**config.mk**
```make
export PLATFORM = sky130hd
export DESIGN_NAME = hd_elastic_fifo
export DESIGN_NICKNAME = d
export VERILOG_FILES = /design/src/rtl/hd_elastic_fifo.sv
export SDC_FILE = /design/constraint.sdc
export NUM_CORES = 1
export LEC_CHECK = 0
export CAP_MARGIN = 20
export CORE_MARGIN = 1.5
export CORE_UTILIZATION = 35
export DETAILED_ROUTE_END_ITERATION = 8
export PLACE_DENSITY_LB_ADDON = 0.15
export SYNTH_ARGS = -nofsm -noshare
export SYNTH_HDL_FRONTEND = slang
export SYNTH_SLANG_ARGS = --single-unit
```
**constraint.sdc**
```tcl
create_clock -name clk -period 5.8 [get_ports clk]
set_input_delay 0.58 -clock clk [delete_from_list [all_inputs] [get_ports clk]]
set_output_delay 0.58 -clock clk [all_outputs]
set_load 0.05 [all_outputs]
```
**src/rtl/hd_elastic_fifo.sv**
```systemverilog
// ============================================================================
// hd_elastic_fifo
// ----------------------------------------------------------------------------
// Purpose:
//   Elastic valid/ready buffer holding up to DEPTH words in a circular store.
//   It accepts one word per cycle from upstream and presents one word per
//   cycle to downstream. Both flow-control outputs are decoded from the
//   registered occupancy only, so the block breaks every combinational path
//   between its two sides. It reports its occupancy and supports a
//   synchronous flush.
//
// Parameters:
//   DATA_WIDTH  payload width in bits (>= 1)
//   DEPTH       number of entries (power of two, >= 2)
//   AW / CW     derived pointer width and occupancy-count width
//
// Ports:
//   clk           in   clock; all state changes on the rising edge
//   rst           in   asynchronous, active-high reset
//   valid         in   upstream offers data_src this cycle
//   data_src      in   upstream payload
//   ready_output  out  block can accept a word this cycle
//   valid_output  out  data_dest holds a valid word for downstream
//   data_dest     out  head-of-buffer payload (0 while empty)
//   ready         in   downstream accepts the word on valid_output
//   flush         in   synchronous discard of every stored word
//   high_water    out  highest occupancy reached since reset
//                      (present only when HD_FIFO_HIGH_WATER_EN is defined)
//   count         out  current occupancy, 0..DEPTH
//
// Optional feature macro:
//   HD_FIFO_HIGH_WATER_EN  adds the high_water output and its register.
//
// Handshake semantics (both sides):
//   A transfer happens on a rising edge where the sender's valid and the
//   receiver's ready are both 1. After valid is raised, the sender holds it
//   and its payload stable until that transfer has happened. On the output
//   side this block keeps valid_output and data_dest stable while
//   valid_output = 1 and ready = 0. The ready input may toggle freely.
// ============================================================================
module hd_elastic_fifo #(
    parameter  int DATA_WIDTH = 32,
    parameter  int DEPTH      = 4,
    localparam int AW         = $clog2(DEPTH),
    localparam int CW         = $clog2(DEPTH + 1)
) (
    input  logic                  clk,
    input  logic                  rst,
    input  logic                  valid,
    input  logic [DATA_WIDTH-1:0] data_src,
    output logic                  ready_output,
    output logic                  valid_output,
    output logic [DATA_WIDTH-1:0] data_dest,
    input  logic                  ready,
    input  logic                  flush,
`ifdef HD_FIFO_HIGH_WATER_EN
    output logic [CW-1:0]         high_water,
`endif
    output logic [CW-1:0]         count
);

    // ------------------------------------------------------------------------
    // State
    // ------------------------------------------------------------------------
    logic [DATA_WIDTH-1:0] r_mem [DEPTH];
    logic [AW-1:0]         r_wr_ptr;
    logic [AW-1:0]         r_rd_ptr;
    logic [CW-1:0]         r_count;

    // ------------------------------------------------------------------------
    // Status decode (registered count only)
    // ------------------------------------------------------------------------
    logic w_full;
    logic w_empty;
    logic w_push;
    logic w_pop;
    logic w_store;
    logic [CW-1:0] w_count_next;

    assign w_full  = (r_count == CW'(DEPTH));
    assign w_empty = (r_count == '0);

    // ready_output drops while rst is high so that upstream never believes a
    // word was taken during reset.
    assign ready_output = !w_full && !rst;
    assign valid_output = !w_empty;

    assign w_push = valid && ready_output;
    assign w_pop  = valid_output && ready;

    // A flush still completes the upstream handshake; the word is just not
    // written, so the store enable excludes flush.
    assign w_store = w_push && !flush;

    // ------------------------------------------------------------------------
    // Next occupancy. Flush wins over any push or pop in the same cycle.
    // Full and empty are told apart by count, never by pointer compare.
    // ------------------------------------------------------------------------
    always_comb begin
        w_count_next = r_count;
        if (flush) begin
            w_count_next = '0;
        end else begin
            case ({w_push, w_pop})
                2'b10:   w_count_next = r_count + CW'(1);
                2'b01:   w_count_next = r_count - CW'(1);
                default: w_count_next = r_count;
            endcase
        end
    end

    // ------------------------------------------------------------------------
    // Pointers and occupancy. DEPTH is a power of two, so pointer increment
    // wraps DEPTH-1 -> 0 by plain overflow.
    // ------------------------------------------------------------------------
    always_ff @(posedge clk or posedge rst) begin
        if (rst) begin
            r_wr_ptr <= '0;
            r_rd_ptr <= '0;
            r_count  <= '0;
        end else if (flush) begin
            r_wr_ptr <= '0;
            r_rd_ptr <= '0;
            r_count  <= '0;
        end else begin
            if (w_push) begin
                r_wr_ptr <= r_wr_ptr + AW'(1);
            end
            if (w_pop) begin
                r_rd_ptr <= r_rd_ptr + AW'(1);
            end
            r_count <= w_count_next;
        end
    end

    // ------------------------------------------------------------------------
    // Storage: intentionally not reset.
    // ------------------------------------------------------------------------
    always_ff @(posedge clk) begin
        if (w_store) begin
            r_mem[r_wr_ptr] <= data_src;
        end
    end

    // Head word is gated by occupancy. The gate gives data_dest = 0 in reset
    // and while empty, and it hides the unreset storage contents. While
    // valid_output is 1 the gate is open and the head word is stable.
    assign data_dest = w_empty ? '0 : r_mem[r_rd_ptr];
    assign count     = r_count;

`ifdef HD_FIFO_HIGH_WATER_EN
    // ------------------------------------------------------------------------
    // High-water mark. This tracks the next occupancy, so a flush (next
    // count 0) can never lower it. Only reset clears it.
    // ------------------------------------------------------------------------
    logic [CW-1:0] r_high_water;

    always_ff @(posedge clk or posedge rst) begin
        if (rst) begin
            r_high_water <= '0;
        end else if (w_count_next > r_high_water) begin
            r_high_water <= w_count_next;
        end
    end

    assign high_water = r_high_water;
`endif

endmodule
```
==> metrics <==
Critical Path Slowest Stage Cell=dfrtp_2; fin crit period=about 3.7 ns; nets=380; clk buf depth=2; hold buffer count at CTS=0; vias in the first global route=2743; Tot GR Track Use=a little over an eighth; final instance area=between 0.006 and 0.007 mm2; Synth area leaders=edfxtp_1, mux4_2, and2_1; Post-synth EDFFs=128; WP buf/inv=2; CTS tree=built; antenna violations before repair=0; Startpoint Class=flop; area delta synth->final=27.65%; vias per cell=4.836; Die Y-Extent=126.5 um; # DRC=0; ratio of cells with drive above 1 in the final layout=19.66%; largest net degree at the start of global routing=35; register bit total from synthesis=135; Antenna Cells=0; CTS resizes=0; status=finished clean; number of stages on the worst setup path=4; gr ovfl total=0; Power Dens Cells=approximately 520 mW/mm2; Placeable Area=roughly 0.015 mm2; Setup Skew=0.009667 ns; IO buf count=73; Antenna Nets Post-Route=0; DP Wirelength=5.601 mm; GP Congestion=between 0.6 and 0.7; Setup TNS Final=0 ns; Worst R2R Start=count[0]; crit path capture=data_dest[28]; top-area cell type share of the netlist area=72.05%; Syn Nets=301; max_cap viols=0; type of the worst min-delay path=in -> async; Synth top cells by count=edfxtp_1, and2_1, mux4_2; Final Util=46.33%; Critical Path AT=3.16 ns; sequential share of the synthesized area=75.33%; num rows=44; Leak Pwr=0.002203 uW; crit-path leading delay family=buffers and inverters; Top FF cell, synth=edfxtp_1; Routed WL=10.05 mm; FF-to-FF End=r_mem[0][10]; critical path capture point type=primary output; H-tree depth=4; sequence of cells on the critical path=buf_4 > mux4_2 > and2_1 > clkdlybuf4s50_1; path depth of the worst reg2reg path=4; first-pass GRT wire length=15.35 mm; Final Hold Vio Count=0; most frequent cell after synthesis=edfxtp_1; max-slew violation count=0; DRT Pass-1 Iters=4; CP max FO=22; Initial Utilization=36.30%; measured slew at the worst slew-check pin=0.9324 ns; Die W=126.5 um; Mapped Avg Cell Area=just over 20 um2; Syn. warnings=0; Routed WL per cell=18.78 um; clock sink total=135; mapped cell area=0.005335 mm2; Final setup viols=0; area leader, netlist=edfxtp_1; placed instance area=~0.0062 mm2; f_max=267.3 MHz; DR vias=around 2600; Initial DRC Count=160; worst skew pair latency=0.41 ns; fin crit share=64.49%; ys async rst share=5.185%; post-synthesis cell type count=30; Worst slew margin=between 30% and 40%; Critical path origin=r_rd_ptr[0]; Fillers=roughly 1300; flop-to-flop setup slack=3.56 ns; Setup CP Type=reg -> out; Worst VDD drop=0.0002694 V; clock-pin slew on the worst setup and hold paths=0.06 ns; Die Area=0.01599 mm2; Syn Inst Count=259; Num CTS Buffers=17; Root Buffer=clkbuf_16; RSZ-0062 raised after global routing=false; Post-CTS Setup Repair Bufs=0; WP data required=5.22 ns; Ports=between 70 and 80; Crit path largest cell delay=around 0.88 ns
==> state kept, by name, indices dropped and copies added, names as in the netlist <==
signal and count:
count 3, r_mem 128, r_rd_ptr 2, r_wr_ptr 2
==> layout by cell type, fill, tap and decap left out, drive strengths merged, types with 4 or more instances in the layout <==
cell type,instances
and2,36
clkbuf,17
edfxtp,128
clkinv,11
mux4,32
ha,4
dfrtp,7
clkdlybuf4s50,73
nor2,9
inv,4
==> metal layers <==
metal	track usage, %	routed length (um)
met1	17.55	4507
met2	20.51	4758
met3	5.230	662
met4	4.868	119
met5	0	0
==> cell families after synthesis <==
logic type,after synthesis,share of synthesized area (%)
AOI/OAI and AO/OA,7,0.9617
xor gates and xnor gates,3,0.4926
adders and majority gates,5,1.313
buffers and inverters,17,1.384
DFF,135,75.33
muxes,36,14.28
and+or+nand+nor,56,6.239
==> worst min path at each step <==
stage,from,end
after detailed placement,r_wr_ptr[1],r_wr_ptr[1]
after global placement,r_wr_ptr[1],r_wr_ptr[1]
after CTS,rst,r_wr_ptr[1]
after global routing,rst,r_wr_ptr[0]
after floorplan,rst,count[0]
final,rst,r_wr_ptr[1]
==> through the flow <==
step / cells / setup slack [ns] / hold slack [ns] / total power [uW]
after global routing: 535 / 1.812 / 0.4989 / 3725
after CTS: 535 / 1.942 / 0.4534 / 3624
after floorplan: 259 / 2.573 / 0.3834 / 2149
after global placement: 503 / 2.425 / 0.5762 / 2598
final: 535 / 2.060 / 0.4668 / 3569
after detailed placement: 503 / 2.414 / 0.5855 / 2599
==> worst register-to-register path, cell delays in order, from the launching register on <==
cell and delay, ns:
dfrtp_1 0.50, nor2_1 0.14, a21oi_1 0.20, and3b_1 0.22, and2_2 0.78
==> area by class of cell <==
class                   instances  area, um2  area share (%)
clock buffers                  17      425.4           6.247
clock inverters                15      136.4           2.003
inverters                       3      11.26          0.1654
multi-input cells             107       1247           18.32
flip-flops and latches        135       4021           59.05
well taps                     184      230.2           3.380
repair buffers                 74      738.2           10.84
==> where the power goes <==
group | switching [uW] | total, uW | internal [uW] | leakage, uW
logic | 863 | 1370 | 512 | 0.000680
clock network | 388 | 1010 | 624 | 0.000274
registers | 75.2 | 1180 | 1110 | 0.00125
total | 1330 | 3570 | 2240 | 0.00220
Power figures use the tool's default switching activity.
